--- src/rtl/store_buffer.sv ---
// store_buffer: in-order retired-store FIFO sharing the data memory port with loads.
module store_buffer #(
    parameter int DEPTH = 4
) (
    input  logic                       clock,
    input  logic                       reset,
    input  logic                       st_valid,
    input  logic [31:0]                st_addr,
    input  logic [31:0]                st_data,
    input  logic [2:0]                 st_type,
    output logic                       st_ready,
    input  logic                       ld_valid,
    input  logic [31:0]                ld_addr,
    output logic                       ld_stall,
    output logic                       mem_read,
    output logic                       mem_write,
    output logic [31:0]                mem_addr,
    output logic [31:0]                mem_write_value,
    output logic [2:0]                 mem_load_type,
    output logic                       empty,
    output logic [$clog2(DEPTH+1)-1:0] count
);
    localparam int PW = $clog2(DEPTH);
    localparam int CW = $clog2(DEPTH + 1);

    logic [31:0]   addr_q [DEPTH];
    logic [31:0]   data_q [DEPTH];
    logic [2:0]    type_q [DEPTH];
    logic [PW-1:0] head, tail, off;
    logic          full, hit, load_go, drain_go, enq;

    always_comb begin
        off = '0;
        hit = st_valid && (st_addr[31:2] == ld_addr[31:2]);
        for (int i = 0; i < DEPTH; i++) begin
            off = PW'(i) - head;
            if ((CW'(off) < count) && (addr_q[i][31:2] == ld_addr[31:2])) hit = 1'b1;
        end
    end

    always_comb begin
        full            = (count == CW'(DEPTH));
        empty           = (count == '0);
        st_ready        = !full;
        enq             = st_valid && st_ready;
        ld_stall        = ld_valid && (hit || full);
        load_go         = ld_valid && !ld_stall;
        drain_go        = !empty && !load_go;
        mem_read        = load_go;
        mem_write       = drain_go;
        mem_addr        = load_go ? ld_addr : drain_go ? addr_q[head] : '0;
        mem_write_value = drain_go ? data_q[head] : '0;
        mem_load_type   = drain_go ? type_q[head] : '0;
    end

    always_ff @(posedge clock) begin
        if (enq) begin
            addr_q[tail] <= st_addr;
            data_q[tail] <= st_data;
            type_q[tail] <= st_type;
        end
    end

    always_ff @(posedge clock) begin
        if (reset) begin
            head  <= '0;
            tail  <= '0;
            count <= '0;
        end else begin
            if (enq) tail <= tail + 1'b1;
            if (drain_go) head <= head + 1'b1;
            count <= count + CW'(enq) - CW'(drain_go);
        end
    end
endmodule
--- config.mk ---
export PLATFORM = sky130hd
export DESIGN_NAME = store_buffer
export DESIGN_NICKNAME = d
export VERILOG_FILES = /design/src/rtl/store_buffer.sv
export SDC_FILE = /design/constraint.sdc
export NUM_CORES = 1
export LEC_CHECK = 0
export CORE_UTILIZATION = 55
export DETAILED_ROUTE_END_ITERATION = 6
export PLACE_DENSITY = 0.87
export RECOVER_POWER = 25
export SLEW_MARGIN = 20
export SYNTH_ARGS = -nofsm -noshare
export SYNTH_HDL_FRONTEND = slang
export SYNTH_SLANG_ARGS = --single-unit
--- constraint.sdc ---
create_clock -name clock -period 5.46 [get_ports clock]
set_input_delay 1.638 -clock clock [delete_from_list [all_inputs] [get_ports clock]]
set_output_delay 1.638 -clock clock [all_outputs]
set_load 0.01 [all_outputs]
* Word level (Yosys, flattened, before mapping)
Memory sizes are Yosys's and may differ from the RTL's. A register that Yosys moved wholly into a read port is not among the register bits. Index checks and enable logic that the tools add are counted.
Word-level totals: register bits after elaboration 7, RAM bits 268, input bits 103, output and inout bits 75, logic and storage cells 55, memories kept 3
Memories:
- addr_q | words 4, width 32, read ports 5, clocked after memory_dff 1, wr ports 1, RTL line 26 | logic [31:0] addr_q [DEPTH];
- data_q | words 4, width 32, read ports 1, clocked after memory_dff 1, wr ports 1, RTL line 27 | logic [31:0] data_q [DEPTH];
- type_q | words 4, width 3, read ports 1, clocked after memory_dff 1, wr ports 1, RTL line 28 | logic [2:0] type_q [DEPTH];
Operators by class: $add $sub $neg 8, order comparisons 4, equal/unequal tests 6, muxes and demuxes 16, reductions and logical operators 15
Operators by type and width (count):
- $eq A30 B30 Y1 | 5
- $mux W32 | 3
- $lt A2 B3 Y1 | 4
- $mux W2 | 6
- $logic_and A1 B1 Y1 | 9
- $mux W1 | 6
- $add A2 B1 Y2 const B | 2
- $logic_not A1 Y1 | 4
- $sub A1 B2 Y2 const A | 2
- $sub A2 B2 Y2 const A | 2
- $add A3 B1 Y3 | 1
- $eq A3 B3 Y1 const B | 1
- $logic_not A3 Y1 | 1
- $mux W3 | 1
- $sub A3 B1 Y3 | 1
- $logic_or A1 B1 Y1 | 1

* Longest topological paths before layout
Gate-level depths: netlist of run 1.
depth after elaboration 15, mapped depth 18, mapped depth without buffers 17

* Worst setup path after synthesis of run 1
Ideal clock, no wire load.
path type input to output, from input port ld_addr[10], to output port mem_write_value[10], arrival time 3.410 ns, required time 3.822 ns, path slack 0.412 ns, stages 10, path buffers 3, path through buf_2 xor2_1 a2111o_1 a2111oi_2 nand4_1 nand4_2 o21bai_2 buf_6 buf_6 nor2b_1
Between the ends: longest elaborated chain between the ends 13, elaborated cells between the ends (all ways) 21, those cells by class eq/ne (5); mux (5); reduce/logical (11)
Ends and longest elaborated chain:
- from (decl) | RTL line 13 | input logic [31:0] ld_addr,
- $eq A30 B30 Y1, on equally long branches | RTL line 34, 37
- $logic_and A1 B1 Y1, on equally long branches | RTL line 34, 37
- $mux W1 (3 in a row) | RTL line 37 | if ((CW'(off) < count) && (addr_q[i][31:2] == ld_addr[31:2])) hit = 1'b1;
- $mux W1 * | RTL line 37
- $logic_or A1 B1 Y1 * | RTL line 46 | ld_stall = ld_valid && (hit || full);
- $logic_and A1 B1 Y1 * | RTL line 46
- $logic_not A1 Y1 * | RTL line 47 | load_go = ld_valid && !ld_stall;
- $logic_and A1 B1 Y1 * | RTL line 47
- $logic_not A1 Y1 * | RTL line 48 | drain_go = !empty && !load_go;
- $logic_and A1 B1 Y1 * | RTL line 48
- $mux W32 * | RTL line 52 | mem_write_value = drain_go ? data_q[head] : '0;
- to (decl) | RTL line 18 | output logic [31:0] mem_write_value,
Mark *: on every way between the ends. The rest lies on a longest branch, timed or not.

* Worst setup path after layout of run 1
from input port st_addr[24], to output port mem_write_value[2]
Between the ends: longest elaborated chain between the ends 13
Ends and longest elaborated chain:
- from (decl) | RTL line 8 | input logic [31:0] st_addr,
- $eq A30 B30 Y1 | RTL line 34 | hit = st_valid && (st_addr[31:2] == ld_addr[31:2]);
- $logic_and A1 B1 Y1 | RTL line 34
- $mux W1 (4 in a row) | RTL line 37
- $logic_or A1 B1 Y1 | RTL line 46
- $logic_and A1 B1 Y1 | RTL line 46
- $logic_not A1 Y1 | RTL line 47
- $logic_and A1 B1 Y1 | RTL line 47
- $logic_not A1 Y1 | RTL line 48
- $logic_and A1 B1 Y1 | RTL line 48
- $mux W32 | RTL line 52
Every way passes these cells.

==> results.py, run 1 <==
metrics = {
    "routing": {
        "top_layer": "met5",
        "wirelength_met1_mm": 12.4,
        "finalWirelength_mm": 33.2,
        "met3_length_mm": 2.88,
        "avgRoutedWirePerCell_um": 24.2,
        "first_pass_iters": 6,
        "num_vias": 7887,
        "drc_violation_count_after_routing": 0,
        "met2WireLength_mm": 16.8,
        "detail_route.vias_per_cell": 5.75,
        "drt_iter0_drc": 570,
        "drt.antenna.violating_nets": 0,
    },
    "hold_path": {
        "min-delay-start": "tail[1]$_SDFFE_PP0P_",
        "whs_endpoint": "tail[1]$_SDFFE_PP0P_",
        "hold_path_class": "flop to flop",
        "min_path_cells": 2,
    },
    "finish": {
        "finalNetCount": 1143,
        "layout-area-overhead-vs-synth_pct": 32.2,
        "most_frequent_standard_cell_in_the_layout_excluding_fill_and_tap_cells": "edfxtp_1",
        "layout.cells.most_common_list": "edfxtp_1, mux4_2, buf_4",
        "post_route_cells_drive_above_1_share_pct": 41.2,
        "finalCoreUtilization_pct": 73.8,
    },
    "sta": {
        "timing.setup.tns_ps": -382,
        "max-slew-margin-rel_pct": 24.8,
        "rsz0062_at_grt": "yes",
        "drv_slew": 0,
        "skew_ps": 13.7,
        "hold_viol_final": 0,
        "final_min_period_over_clock_period_pct": 101,
        "timing.final.ws_setup_ps": -49.3,
        "timing_worst_slew_pin_value_ps": 1130,
        "maxClockFrequency_mhz": 182,
        "finalSetupViolCount": 14,
        "min_period_ps": 5510,
    },
    "global_routing": {
        "globalRouteTotalUtil_pct": 27.6,
        "first_pass_grt_wire_length_mm": 48.7,
        "vias_in_the_first_global_route": 8213,
        "antenna_found_initial": 5,
        "grt_overflow": 0,
        "largest_net_degree_at_the_start_of_global_routing": 68,
    },
    "yosys": {
        "synth.ff_latch_count": 277,
        "synthesized_netlist_net_count": 878,
        "synth.lib_cells_used.distinct": 35,
        "synth-edff-count": 268,
        "syn-mean-instance-area_um2": 17.1,
        "yosysWarningCount": 0,
        "postSynth.asyncResetShare_pct": 0,
        "syn_inst": 764,
        "synth-seq-area-share_pct": 62.9,
        "netlist_area_um2": 13100,
        "synth_flop_cell": "edfxtp_1",
    },
    "placement": {
        "dp_hpwl_mm": 20.5,
        "place_congestion": 0.922,
        "buffer_ports.inserted": 177,
    },
    "setup_path": {
        "worstSetupPathType": "primary input to output pin",
        "worst-endpoint-arrival_ps": 3870,
        "critical_path_s_top_delay_family": "buffers and inverters",
        "worst_r2r_startpoint": "count[1]$_SDFF_PP0_",
        "cpMaxStageDelayCell": "clkdlybuf4s50_1",
        "critical_path_buf_inv_count": 5,
        "cp_slowest_stage_delay_ps": 540,
        "timing.critical_path.required_ps": 3820,
        "critical_path.cell_chain": "clkdlybuf4s50_1 -> xnor2_1 -> nand4_1 -> nor4_2 -> a21boi_1 -> nand4_4 -> buf_6 -> o21bai_4 -> buf_12 -> buf_16 -> nor2b_4 -> buf_2",
        "endpoint_kind": "output pin",
        "timing.critical_path.from_type": "primary input",
        "reg2regPathDepth": 19,
        "rr_endpoint": "count[2]$_SDFF_PP0_",
        "rrSetupSlack_ps": 1450,
        "worstPathMaxFanout": 6,
    },
    "die": {
        "die_width_um": 156,
        "boundaryPins": 178,
        "die_height_um": 156,
        "die_area_um2": 24400,
        "fp-row-count": 56,
        "floorplan.initialDensity_pct": 55.9,
        "core_area_um2": 23400,
    },
    "clocking": {
        "clk_root_buffer_cell": "clkbuf_16",
        "hold_buffers": 0,
        "clock-sinks": 277,
        "clock_path_buffers": 3,
        "worst_setup_hold_path_clk_slew_ps": 60,
        "cts-htree-levels": 1,
        "clock_tree_from_tritoncts": "built",
        "worstSkewPairLatency_ps": 550,
        "tritoncts.num_buffers": 27,
    },
    "status": {
        "run_status": "complete, but fails checks",
        "failing_checks": "negative setup slack",
    },
    "power": {
        "power.density_cell_area_nw_per_um2": 435,
        "peakVddDrop_v": 0.000389,
        "reported_leakage_power_nw": 6.13,
    },
    "job": {
        "drv.max_cap_violation_count": 0,
    },
}
[state kept, by name, indices dropped and copies added (netlist names), named ones only]
signal,cells
addr_q,128
tail,2
head,2
type_q,12
count,3
data_q,128
[worst max path at each step]
stage / startpoint / to / slack [ps] / cells past startpoint
2_1_floorplan: ld_addr[10] / mem_write_value[10] / 410 / 10
3_3_place_gp: ld_addr[19] / mem_addr[29] / -790 / 11
3_5_place_dp: ld_addr[30] / mem_addr[29] / -800 / 10
4_1_cts: ld_addr[5] / mem_addr[26] / -80 / 13
5_1_grt: st_addr[24] / mem_write_value[17] / -150 / 12
6_report: st_addr[24] / mem_write_value[2] / -50 / 12
[per-stage QoR]
step	cell area [um^2]	hold slack, ps	total power [mW]	setup slack [ps]	std cells
after floorplan	13100	469	4.29	412	764
after global placement	15700	486	5.32	-788	1299
after detailed placement	15700	494	5.36	-798	1299
after CTS	17100	503	7.41	-79.7	1369
after global routing	17300	558	7.78	-154	1370
final	17300	506	7.51	-49.3	1372
[logic make-up (layout without fill, tap and decap cells)]
kind of cell               after synthesis  after routing  synth area share [%]
and+or+nand+nor                        139            139                  6.39
AOI/OAI and AO/OA                       13             13                 0.890
buffers and inverters                   68            354                  2.92
other                                    0              3                     0
muxes                                  102            102                  15.4
adders and majority gates               11             11                  1.11
xor gates and xnor gates               154            154                  10.3
DFF                                    277            277                  62.9
[final cells by class]
class	instances	area (um^2)
repair buffers	293	2450
diodes	3	7.51
clock inverters	20	259
flip-flops and latches	277	8230
inverters	11	41.3
multi-input cells	419	5200
fillers	1464	6120
well taps	319	399
clock buffers	30	687
[Yosys cell counts, drive strengths merged, types with 3 or more instances]
master	instances	share of area, %
buf	41	2.1
a21oi	4	0.15
mux2	35	3.9
mux4	67	12
and3	4	0.19
edfxtp	268	62
nand3	5	0.19
xor2	55	3.7
a2111o	3	0.26
ha	10	0.96
dfxtp	9	1.4
nor3	3	0.11
clkbuf	16	0.46
nor4	15	0.72
a2111oi	3	0.30
nand2	6	0.17
nor2b	68	3.3
nor2	9	0.32
inv	11	0.32
xnor2	99	6.6
nand4	26	1.3
[worst reg2reg max path: stages, from the launching register on]
cell and delay [ps]:
dfxtp_1 450, inv_1 180, ha_1 290, a2111o_1 510, a2111oi_4 220, nand4_1 200, nand4_4 170, buf_6 120
o21bai_4 150, buf_12 190, inv_1 70, buf_4 100, ha_1 210, inv_1 50, ha_1 130, inv_1 50
fa_1 410, xnor2_1 180, xnor2_1 140, nor2_1 60
[report_power, final]
part           internal (mW)  switching [mW]
Clock                   1.19           0.797
Combinational           1.46            1.26
Sequential              2.60           0.190
Total                   5.26            2.25
[metal layers]
metal	global-route usage, %	vias to the layer above
met5	0	-
met4	9.94	4
met3	5.39	73
met2	46.7	392
met1	35.5	3978
li1	-	3440
[timing repair]
item / CTS / global route
pin swaps: 40 / 48
resized for setup: 457 / 126
buffers inserted: 16 / 3
gates cloned: 5 / 0
setup endpoints to repair: 70 / 69
No activity file was read; power rests on OpenSTA's default activity.
==> run 2: changes to the inputs <==
- CELL_PAD_IN_SITES_DETAIL_PLACEMENT: unset -> 0
- CELL_PAD_IN_SITES_GLOBAL_PLACEMENT: unset -> 1
- CORE_UTILIZATION: 55 -> 54
- DONT_BUFFER_PORTS: unset -> 1
==> run 2 against run 1 <==
Net effect: the flow now finishes without violations; worst setup slack better by 260 ps; critical path depth shrank 4; die area up 1.8%; largest power group unchanged; highest routed layer is now met4.
==> results.py, run 2 (synthesized netlist as in run 1, its figures left out) <==
metrics = {
    "die": {
        "fp-row-count": 56,
        "core_area_um2": 23600,
        "die_area_um2": 24800,
        "die_height_um": 158,
        "floorplan.initialDensity_pct": 55.4,
        "boundaryPins": 178,
        "die_width_um": 158,
    },
    "global_routing": {
        "vias_in_the_first_global_route": 7011,
        "largest_net_degree_at_the_start_of_global_routing": 40,
        "antenna_found_initial": 0,
        "first_pass_grt_wire_length_mm": 43.6,
        "globalRouteTotalUtil_pct": 24.5,
        "grt_overflow": 0,
    },
    "clocking": {
        "hold_buffers": 0,
        "ctsResizeCount": 0,
        "clock-sinks": 277,
        "clk_root_buffer_cell": "clkbuf_16",
        "tritoncts.num_buffers": 29,
        "clock_path_buffers": 3,
        "cts-htree-levels": 1,
        "worst_setup_hold_path_clk_slew_ps": 60,
        "clock_tree_from_tritoncts": "built",
        "post-cts-setup-buffer-count": 0,
        "worstSkewPairLatency_ps": 560,
    },
    "routing": {
        "finalWirelength_mm": 29.7,
        "drt.antenna.violating_nets": 0,
        "detail_route.vias_per_cell": 6.00,
        "drt_iter0_drc": 501,
        "avgRoutedWirePerCell_um": 27.0,
        "num_vias": 6592,
        "drc_violation_count_after_routing": 0,
        "first_pass_iters": 5,
    },
    "finish": {
        "finalCoreUtilization_pct": 60.6,
        "antennaDiodeCount": 0,
        "layout.cells.most_common_list": "edfxtp_1, xnor2_1, nor2b_1",
        "post_route_cells_drive_above_1_share_pct": 22.9,
        "final_cell_area_um2": 14300,
        "layout-area-overhead-vs-synth_pct": 9.45,
        "most_frequent_standard_cell_in_the_layout_excluding_fill_and_tap_cells": "edfxtp_1",
        "finalNetCount": 872,
        "largest_registers": "addr_q x128, data_q x128, type_q x12",
    },
    "status": {
        "run_status": "finished clean",
    },
    "placement": {
        "place_congestion": 0.943,
        "buffer_ports.inserted": 0,
        "placed_area_um2": 13300,
        "dp_hpwl_mm": 20.9,
        "detailedPlace.worstSlack_ps": 225,
    },
    "setup_path": {
        "worstPathMaxFanout": 13,
        "endpoint_kind": "output pin",
        "reg2regPathDepth": 17,
        "worstSetupPathType": "primary input to output pin",
        "worst-endpoint-arrival_ps": 3610,
        "timing.critical_path.required_ps": 3820,
        "timing.critical_path.from_type": "primary input",
    },
    "sta": {
        "rsz0062_at_grt": "no",
        "final_min_period_over_clock_period_pct": 96.1,
        "timing.final.ws_setup_ps": 214,
        "skew_ps": 13.8,
        "max-slew-margin-rel_pct": 27.0,
        "finalSetupViolCount": 0,
        "hold_viol_final": 0,
        "timing_worst_slew_pin_value_ps": 1100,
        "drv_slew": 0,
        "timing.setup.tns_ps": 0,
        "maxClockFrequency_mhz": 191,
        "min_period_ps": 5250,
    },
    "power": {
        "power.density_cell_area_nw_per_um2": 465,
        "reported_leakage_power_nw": 4.55,
        "fin_total_pwr_mw": 6.66,
        "peakVddDrop_v": 0.000326,
    },
    "job": {
        "drv.max_cap_violation_count": 0,
    },
    "hold_path": {
        "min_path_cells": 2,
        "hold_path_class": "flop to flop",
    },
}
[run 2: cell count changes in the layout (fill, tap and decap cells not counted), moves of 14 or more]
cell             change
buf_2               -60
buf_4               -50
buf_6               -37
clkbuf_1            -26
clkdlybuf4s50_1     -37
dlygate4sd2_1       -17
dlygate4sd3_1       -14
xnor2_1             +43
xnor2_2             -40
[run 2: worst max-delay path: stages]
cell and delay (ps):
xor2_1 140, nor4_1 430, nand3_1 200, a2111o_1 390, nand4_2 170, nor2_4 70, buf_4 220, mux2_4 340
[run 2: cell type report]
type / count / area (um^2)
Clock buffer: 30 / 729
Clock inverter: 23 / 234
Fill cell: 1723 / 9300
Inverter: 11 / 41.3
Multi-Input combinational cell: 419 / 4490
Sequential cell: 277 / 8230
Tap cell: 319 / 399
Timing Repair Buffer: 20 / 188
[run 2: layer usage]
layer / track usage [%] / up-vias / share of wire, %
met2: 40.3 / 298 / 49
met3: 6.68 / 51 / 9.4
met4: 7.12 / 0 / 2.8
met1: 32.1 / 3363 / 39
met5: 0 / - / 0
li1: - / 2880 / -
[run 2: path summary, 6_finish.rpt]
check | start | endpoint | slack (ps)
max | ld_addr[3] | mem_addr[14] | 210
min reg2reg | tail[1]$_SDFFE_PP0P_ | tail[1]$_SDFFE_PP0P_ | 520
min | tail[1]$_SDFFE_PP0P_ | tail[1]$_SDFFE_PP0P_ | 520
max reg2reg | count[1]$_SDFF_PP0_ | count[2]$_SDFF_PP0_ | 1610
[run 2: power by group]
group	internal [mW]	leakage (nW)	total [mW]	switching [mW]
logic	0.923	1.55	1.91	0.986
registers	2.60	2.53	2.78	0.174
clock network	1.16	0.472	1.97	0.810
total	4.69	4.55	6.66	1.97
[run 2: through the flow]
stage                     std cells  hold WS (ps)
final                          1099           522
after detailed placement       1046           504
after global placement         1046           474
after global routing           1099           543
after CTS                      1099           513
after floorplan                 764           469
